===== config.mk =====
export PLATFORM = sky130hd
export DESIGN_NAME = spartan_expand
export DESIGN_NICKNAME = d
export VERILOG_FILES = /design/src/rtl/spartan_expand.sv
export SDC_FILE = /design/constraint.sdc
export NUM_CORES = 1
export LEC_CHECK = 0
export CAP_MARGIN = 25
export CORE_MARGIN = 5
export CORE_UTILIZATION = 45
export DETAILED_ROUTE_END_ITERATION = 10
export PLACE_DENSITY = 0.77
export SLEW_MARGIN = 10
export SYNTH_ARGS = -nofsm -noshare
export SYNTH_HDL_FRONTEND = slang
export SYNTH_SLANG_ARGS = --single-unit

===== constraint.sdc =====
create_clock -name CLK -period 3.22 [get_ports CLK]
set_clock_uncertainty 0.2 [all_clocks]
set_input_delay 0.644 -clock CLK [delete_from_list [all_inputs] [get_ports CLK]]
set_output_delay 0.644 -clock CLK [all_outputs]
set_load 0.02 [all_outputs]

===== src/rtl/spartan_expand.sv =====
// Narrow-to-wide 2x bus expander: pairs beats low-half-first into one registered
// double-width word, with an optional flush of a lone low half on DIN_LAST.
module spartan_expand #(
  parameter int unsigned INPUT_WIDTH = 32
) (
  input  logic                       CLK,
  input  logic                       RST,
  input  logic [INPUT_WIDTH-1:0]     DIN,
  input  logic                       DIN_VAL,
  input  logic                       DIN_LAST,
  output logic                       DIN_RDY,
  output logic [2*INPUT_WIDTH-1:0]   DOUT,
  output logic                       DOUT_VAL,
  output logic                       DOUT_HALF,
  input  logic                       DOUT_RDY
);

  logic [INPUT_WIDTH-1:0]   lo_q, lo_d;
  logic                     lo_val_q, lo_val_d;
  logic [2*INPUT_WIDTH-1:0] out_q, out_d;
  logic                     out_half_q, out_half_d;
  logic                     out_val_q, out_val_d;
  logic                     out_free;
  logic                     accept;
  logic                     load;

  // A low-half beat never touches the output stage, so it may enter even while
  // the output is stalled; upper and flushing beats need a free output slot.
  always_comb begin
    out_free = !out_val_q || DOUT_RDY;
    DIN_RDY  = out_free || (!lo_val_q && !DIN_LAST);
    accept   = DIN_VAL && DIN_RDY;
    load     = accept && (lo_val_q || DIN_LAST);
  end

  always_comb begin
    lo_d       = lo_q;
    lo_val_d   = lo_val_q;
    out_d      = out_q;
    out_half_d = out_half_q;
    out_val_d  = out_val_q;
    if (accept) begin
      if (lo_val_q) begin
        out_d      = {DIN, lo_q};
        out_half_d = 1'b0;
        out_val_d  = 1'b1;
        lo_val_d   = 1'b0;
      end else if (DIN_LAST) begin
        out_d      = {{INPUT_WIDTH{1'b0}}, DIN};
        out_half_d = 1'b1;
        out_val_d  = 1'b1;
      end else begin
        lo_d     = DIN;
        lo_val_d = 1'b1;
      end
    end
    if (!load && out_val_q && DOUT_RDY) begin
      out_val_d = 1'b0;
    end
  end

  always_ff @(posedge CLK or posedge RST) begin
    if (RST) begin
      lo_q       <= '0;
      lo_val_q   <= 1'b0;
      out_q      <= '0;
      out_half_q <= 1'b0;
      out_val_q  <= 1'b0;
    end else begin
      lo_q       <= lo_d;
      lo_val_q   <= lo_val_d;
      out_q      <= out_d;
      out_half_q <= out_half_d;
      out_val_q  <= out_val_d;
    end
  end

  assign DOUT      = out_q;
  assign DOUT_VAL  = out_val_q;
  assign DOUT_HALF = out_half_q;

endmodule


# Word-level counts from Yosys, hierarchy flattened

Cells that the tools add are included.

Output and inout bits: 67
Logic and storage cells: 34
Input port bits: 37
Bits in registers: 99

Reductions and logical operators: 18
Bitwise operators: 2
Multiplexer cells: 9

Operator list:

| cell                | count |
|---|---|
| 2-to-1 mux 64 bit   | 2 |
| 2-to-1 mux 1 bit    | 7 |
| logical AND 1 bit   | 5 |
| logical NOT 1 bit   | 4 |
| AND reduction 2 bit | 2 |
| nonzero test 2 bit  | 2 |
| logical OR 1 bit    | 3 |
| AND reduction 3 bit | 1 |
| nonzero test 3 bit  | 1 |
| inverter 1 bit      | 2 |

# Logic depth before layout (Yosys ltp)

Gate-level depths: netlist of the first run.

Word-level depth: 10
Depth in mapped cells: 5
Depth with buffers taken out: 3

# Worst setup path before layout of the first run

OpenSTA, ideal clock, no wires.

Path kind: input port to output port
From: in DOUT_RDY
To: out DIN_RDY
Arrival time: 1.028 ns
Stages on the path: 2
Slack: 1.348 ns
Required time: 2.376 ns
Path buffers: 0
Cell sequence: nand2b_4 o21bai_1

Longest elaborated chain between the ends: 2

Ends and longest elaborated chain:

| element          | line | RTL |
|---|---|---|
| from (decl)      | 15   | `input logic DOUT_RDY` |
| logical OR 1 bit | 30   | `out_free = !out_val_q \|\| DOUT_RDY;` |
| logical OR 1 bit | 31   | `DIN_RDY = out_free \|\| (!lo_val_q && !DIN_LAST);` |
| to (decl)        | 11   | `output logic DIN_RDY,` |

No other way between the ends.

# Final worst setup path of the first run

Same ends and word-level chain as after synthesis.

==> results.py, run 1 <==
metrics = {
    "synth": {
        "synth_edf_count": 0,
        "syn-cell-area_um2": 4270,
        "seq_area_frac_synth": 0.580,
        "yosysTopAreaCell": "dfrtp_1",
        "synthTopCellsByCount": "99 x dfrtp_1, 49 x mux2_2, 47 x mux2_4",
        "synth_cell_types": 19,
        "synth-async-reset-ratio": 1.00,
        "synthCells": 257,
        "post_synth.cell_area_avg_um2": 16.6,
        "dominantRegCellSynth": "dfrtp_1",
        "syn_nets": 294,
        "yosys_warnings": 0,
        "synth_area_leaders": "dfrtp_1 58%, mux2_4 17%, mux2_2 13%, a22o_1 6.6%, buf_6 1.6%",
        "yosysMostFrequentCell": "dfrtp_1",
        "yosysTopAreaCellShare": 0.580,
        "ys_ff_latch": 99,
    },
    "grt": {
        "grt_pass1_wl_mm": 14.5,
        "track_usage": 0.159,
        "overflow": 0,
        "antenna_found_initial": 0,
        "grt_start_max_net_pins": 100,
        "grt_pass1_vias": 2786,
    },
    "drt": {
        "dr.first_iter.drc_count": 62,
        "viasPerCell": 5.05,
        "wl_met1_mm": 4.14,
        "highest_layer": "met4",
        "routed_wl_mm": 8.70,
        "via_count": 2488,
        "routed-wl-met3_um": 512,
        "route.antenna.remaining_nets": 0,
        "drt-pass1-iter-count": 4,
        "drc": 0,
        "dr_wl_met2_mm": 3.95,
        "wl_per_cell_um": 17.6,
    },
    "power": {
        "power_frac_seq": 0.411,
        "ir_drop_mv": 0.462,
        "internal-power_mw": 3.40,
        "p_sw_mw": 1.64,
        "p_per_area_nw_per_um2": 906,
        "switching_share": 0.326,
        "finalPower_mw": 5.05,
        "power.leakage_nw": 2.44,
        "p_comb_frac": 0.450,
        "p_clk_frac": 0.139,
    },
    "setup_path": {
        "cp_max_fo": 5,
        "cp_cell_sequence": "clkdlybuf4s50_1 > nand2b_4 > o21bai_1 > clkdlybuf4s50_1",
        "cpPeakStageDelay_ns": 0.63,
        "r2r_slack_ns": 0.87,
        "start_kind": "input pin",
        "crit_required_ns": 2.38,
        "cpMostUsedCell": "clkdlybuf4s50_1",
        "critPathKind": "in2out",
        "r2r_start": "lo_val_q$_DFFE_PP0P_",
        "crit_end": "DIN_RDY",
        "cp_data_arrival_time_ns": 2.02,
        "reg2reg_to": "DOUT[61]$_DFFE_PP0P_",
        "crit_start": "DOUT_RDY",
        "cpMaxStageDelayCell": "clkdlybuf4s50_1",
        "worstRegToRegCells": 3,
        "end_kind": "primary output",
    },
    "die": {
        "rows": 35,
        "die_h_um": 107,
        "dieArea_um2": 11500,
        "initial_core_util": 0.462,
        "pin_count": 104,
        "coreArea_um2": 9240,
        "die_width_um": 107,
    },
    "timing": {
        "setup_tns_ns": 0,
        "layout_setup_ws_ns": 0.355,
        "worstMarginPinSlew_ns": 0.741,
        "setup_viol": 0,
        "post-route-period-util": 0.890,
        "rsz0062_at_grt": "false",
        "hold_viol_final": 0,
        "maxSlewViolCount": 0,
        "fmax_mhz": 349,
        "relSlewSlack": 0.506,
        "layout_min_cycle_time_ns": 2.87,
    },
    "finish": {
        "final_nets": 397,
        "diodes": 0,
        "layout-drive-gt1-share": 0.338,
        "fin_util": 0.603,
        "area_growth_pct": 30.4,
        "fillers": 747,
        "finalNonFillerCells": 493,
    },
    "clock_network": {
        "ctsResizeCount": 0,
        "clk-insertion-delay-late_ns": 0.35,
        "cts_tree": "built",
        "cts_made_buffers": 9,
        "hold_buffers": 0,
        "clockBufferDepth": 2,
        "h-tree-depth": 3,
        "clk_pin_slew_ns": 0.08,
        "clock_sinks": 99,
        "cts_setup_buffers": 0,
        "clock-root-buffer": "clkbuf_8",
    },
    "place": {
        "dp_hpwl_mm": 5.61,
        "dp_slack_ns": 0.359,
        "gp_congestion": 0.718,
        "dp.cells": 478,
        "io_buffers": 103,
    },
    "run": {
        "cap_violations": 0,
    },
    "worst_hold_path": {
        "hp-class": "reg2reg",
        "hold_depth": 2,
    },
    "run_status": {
        "status": "finished clean",
    },
}
## cell usage in the layout, fill, tap and decap left out
cell type        Yosys  routed
clkdlybuf4s50_1      0     103
dfrtp_1             99      98
mux2_2              49      49
mux2_4              47      47
a22o_1              32      32
clkbuf_8             3      10
clkinvlp_4           0       4
buf_4                1       4
buf_12               0       3
nor2_1               2       2
nand2b_4             1       1
o211ai_4             0       1
and3_2               1       1
nor3b_4              1       1
o21bai_1             1       1
nand2_1              1       1
a31oi_1              1       1
inv_1                2       1
a21oi_1              1       1
clkbuf_1             0       1
clkinv_2             0       1
dfrtp_2              0       1
## logic make-up after synthesis
logic type | after synthesis | synth area share
compound gates | 36 | 0.0729
buf+inv | 20 | 0.0407
simple gates | 6 | 0.0120
mux | 96 | 0.294
flops | 99 | 0.580
## power by group through the flow
| stage | sequential, mW | clock [mW] | combinational (mW) |
|---|---|---|---|
| 2_1_floorplan | 2.43 | 0 | 1.04 |
| 6_report | 2.08 | 0.700 | 2.27 |
| 3_5_place_dp | 2.09 | 0 | 2.29 |
| 3_3_place_gp | 2.08 | 0 | 2.25 |
| 4_1_cts | 2.08 | 0.724 | 2.30 |
| 5_1_grt | 2.15 | 0.776 | 2.40 |
## critical path, delay by kind of cell
kind,cells,cell delay (ns)
buffers and inverters,2,1.08
and+or+nand+nor,1,0.17
AOI/OAI and AO/OA,1,0.13
## stage by stage
| step | hold WS (ns) | cell area [um^2] |
|---|---|---|
| 2_1_floorplan | 0.275 | 4280 |
| 3_3_place_gp | 0.282 | 5400 |
| 3_5_place_dp | 0.286 | 5400 |
| 4_1_cts | 0.306 | 5570 |
| 5_1_grt | 0.328 | 5570 |
| 6_report | 0.303 | 5570 |
## per-layer routing
metal  GRT usage  up-vias
met5           0        -
met4      0.0541        0
met3      0.0378        8
met2       0.251       68
met1       0.217     1276
li1            -     1136
## worst min-delay path by stage
stage / start / end / slack [ns]
floorplan: lo_q[28]$_DFFE_PP0P_ / lo_q[28]$_DFFE_PP0P_ / 0.27
finish: DOUT_HALF$_DFFE_PP0P_ / DOUT_HALF$_DFFE_PP0P_ / 0.30
global placement: DOUT_HALF$_DFFE_PP0P_ / DOUT_HALF$_DFFE_PP0P_ / 0.28
detailed placement: DOUT_HALF$_DFFE_PP0P_ / DOUT_HALF$_DFFE_PP0P_ / 0.29
global route: DOUT[60]$_DFFE_PP0P_ / DOUT[60]$_DFFE_PP0P_ / 0.33
CTS: DOUT_HALF$_DFFE_PP0P_ / DOUT_HALF$_DFFE_PP0P_ / 0.31
## registers in the layout, indices dropped and copies added, names as in the netlist
register and cells:
lo_val_q 1, DOUT_VAL 1, lo_q 32, DOUT 64, DOUT_HALF 1
## cell type report
| cell class | instances | area (um^2) | share of cell area |
|---|---|---|---|
| Inverter | 2 | 11.3 | 0.00202 |
| Clock inverter | 4 | 27.5 | 0.00494 |
| Tap cell | 129 | 161 | 0.0290 |
| Clock buffer | 11 | 141 | 0.0254 |
| Timing Repair Buffer | 110 | 1120 | 0.201 |
| Multi-Input combinational cell | 138 | 1630 | 0.292 |
| Sequential cell | 99 | 2480 | 0.445 |
Power figures use the tool's default switching activity.
==> inputs of run 2 (changes only) <==
SKIP_LAST_GASP = 1   (was unset)
==> results of run 2 <==
No change in the layout: final DEF, timing and power equal those of run 1.
==> inputs of run 3 (changes only) <==
PLACE_DENSITY = 0.83   (was 0.77)
==> run 3 against run 2 <==
- register-to-register slack barely moved
- critical endpoint unchanged
- power up 1.6%
- global-route usage increased by 0.23 points
- largest power group unchanged
- critical path type unchanged
- non-clock buffer count down 1
- worst hold slack improved by 0.0032 ns
- first-iteration DRC count increased by 19%
- setup slack improved by 0.0044 ns
==> results.py, run 3 (synthesis gave the netlist of run 1 again) <==
metrics = {
    "power": {
        "ir_drop_mv": 0.477,
        "p_per_area_nw_per_um2": 918,
        "finalPower_mw": 5.12,
        "power.leakage_nw": 2.45,
    },
    "setup_path": {
        "r2r_slack_ns": 0.87,
        "crit_end": "DIN_RDY",
        "r2r_start": "lo_val_q$_DFFE_PP0P_",
        "worstRegToRegCells": 3,
        "critPathKind": "in2out",
        "crit_required_ns": 2.38,
        "cpMostUsedCell": "clkdlybuf4s50_1",
        "reg2reg_to": "DOUT[43]$_DFFE_PP0P_",
        "cp_max_fo": 5,
        "cp_data_arrival_time_ns": 2.02,
        "cpPeakStageDelay_ns": 0.62,
        "start_kind": "input pin",
        "end_kind": "primary output",
        "cp_cell_sequence": "clkdlybuf4s50_1 > nand2b_4 > o21bai_1 > clkdlybuf4s50_1",
        "crit_start": "DOUT_RDY",
        "cpMaxStageDelayCell": "clkdlybuf4s50_1",
    },
    "timing": {
        "fmax_mhz": 350,
        "setup_viol": 0,
        "layout_min_cycle_time_ns": 2.86,
        "post-route-period-util": 0.888,
        "hold_viol_final": 0,
        "maxSlewViolCount": 0,
        "setup_tns_ns": 0,
        "rsz0062_at_grt": "false",
        "worstMarginPinSlew_ns": 0.738,
        "relSlewSlack": 0.508,
    },
    "clock_network": {
        "h-tree-depth": 3,
        "clk_pin_slew_ns": 0.08,
        "clk-insertion-delay-late_ns": 0.36,
        "cts_tree": "built",
        "hold_buffers": 0,
        "ctsResizeCount": 0,
        "clockBufferDepth": 2,
        "clock_sinks": 99,
        "cts_setup_buffers": 0,
        "cts_made_buffers": 9,
        "clock-root-buffer": "clkbuf_8",
    },
    "run": {
        "cap_violations": 0,
    },
    "drt": {
        "wl_met1_mm": 3.85,
        "viasPerCell": 5.13,
        "dr_wl_met2_mm": 4.24,
        "via_count": 2524,
        "drt-pass1-iter-count": 4,
        "drc": 0,
        "dr.first_iter.drc_count": 74,
        "highest_layer": "met4",
        "routed-wl-met3_um": 608,
        "routed_wl_mm": 8.79,
        "wl_per_cell_um": 17.9,
        "route.antenna.remaining_nets": 0,
    },
    "finish": {
        "final_common_cell": "clkdlybuf4s50_1",
        "largest_reg_flops": 64,
        "diodes": 0,
        "area_growth_pct": 30.6,
        "final_nets": 396,
        "layout-drive-gt1-share": 0.333,
        "final_cell_mix": "103 x clkdlybuf4s50_1, 98 x dfrtp_1, 49 x mux2_2",
        "fin_util": 0.604,
    },
    "die": {
        "pin_count": 104,
        "die_h_um": 107,
        "dieArea_um2": 11500,
        "die_width_um": 107,
        "initial_core_util": 0.462,
        "coreArea_um2": 9240,
        "rows": 35,
    },
    "grt": {
        "antenna_found_initial": 0,
        "grt_start_max_net_pins": 100,
        "track_usage": 0.162,
        "grt_pass1_wl_mm": 14.6,
        "overflow": 0,
        "grt_pass1_vias": 2820,
    },
    "place": {
        "gp_congestion": 0.693,
        "io_buffers": 103,
        "dp_hpwl_mm": 5.73,
    },
    "worst_hold_path": {
        "hp-class": "reg2reg",
    },
    "run_status": {
        "status": "finished clean",
    },
}
-- run 3: changes by cell type in the layout (fill, tap and decap cells not counted), sizes merged --
cell,before,now
buf,7,6
clkinv,1,2
clkinvlp,4,1
clkbuf,11,12
bufinv,0,1
-- run 3: how the worst min path moves through the flow --
stage,slack (ns),startpoint,end,depth (start not counted)
6_report,0.31,DOUT[59]$_DFFE_PP0P_,DOUT[59]$_DFFE_PP0P_,1
5_1_grt,0.32,lo_q[9]$_DFFE_PP0P_,lo_q[9]$_DFFE_PP0P_,1
4_1_cts,0.31,lo_q[28]$_DFFE_PP0P_,lo_q[28]$_DFFE_PP0P_,1
3_5_place_dp,0.29,lo_q[4]$_DFFE_PP0P_,lo_q[4]$_DFFE_PP0P_,1
3_3_place_gp,0.28,DOUT_HALF$_DFFE_PP0P_,DOUT_HALF$_DFFE_PP0P_,2
2_1_floorplan,0.27,lo_q[28]$_DFFE_PP0P_,lo_q[28]$_DFFE_PP0P_,1
-- run 3: worst max-delay path, delay by kind of cell --
kind	cells	cell delay, ns
compound gates	1	0.11
buf+inv	2	1.10
simple gates	1	0.16
-- run 3: final cells by class --
class | instances | area (um^2)
fillers | 709 | 3660
flip-flops and latches | 99 | 2480
multi-input cells | 138 | 1630
repair buffers | 109 | 1110
well taps | 129 | 161
clock buffers | 12 | 145
clock inverters | 3 | 40.0
inverters | 2 | 11.3
-- run 3: power breakdown --
part           internal, mW  switching [mW]
sequential             1.76           0.325
clock                 0.375           0.396
combinational          1.35           0.925
-- run 3: routing by layer --
layer | global-route usage | vias to the layer above
li1 | - | 1134
met1 | 0.204 | 1307
met2 | 0.264 | 75
met3 | 0.0636 | 8
met4 | 0.0361 | 0
met5 | 0 | -
-- run 3: metrics by stage --
step / setup WS, ns / hold WS (ns) / std cells / area (um^2)
2_1_floorplan: 1.20 / 0.275 / 257 / 4280
4_1_cts: 0.343 / 0.313 / 492 / 5580
5_1_grt: 0.299 / 0.322 / 492 / 5580
3_3_place_gp: 0.356 / 0.281 / 477 / 5390
3_5_place_dp: 0.345 / 0.289 / 477 / 5390
6_report: 0.359 / 0.307 / 492 / 5580
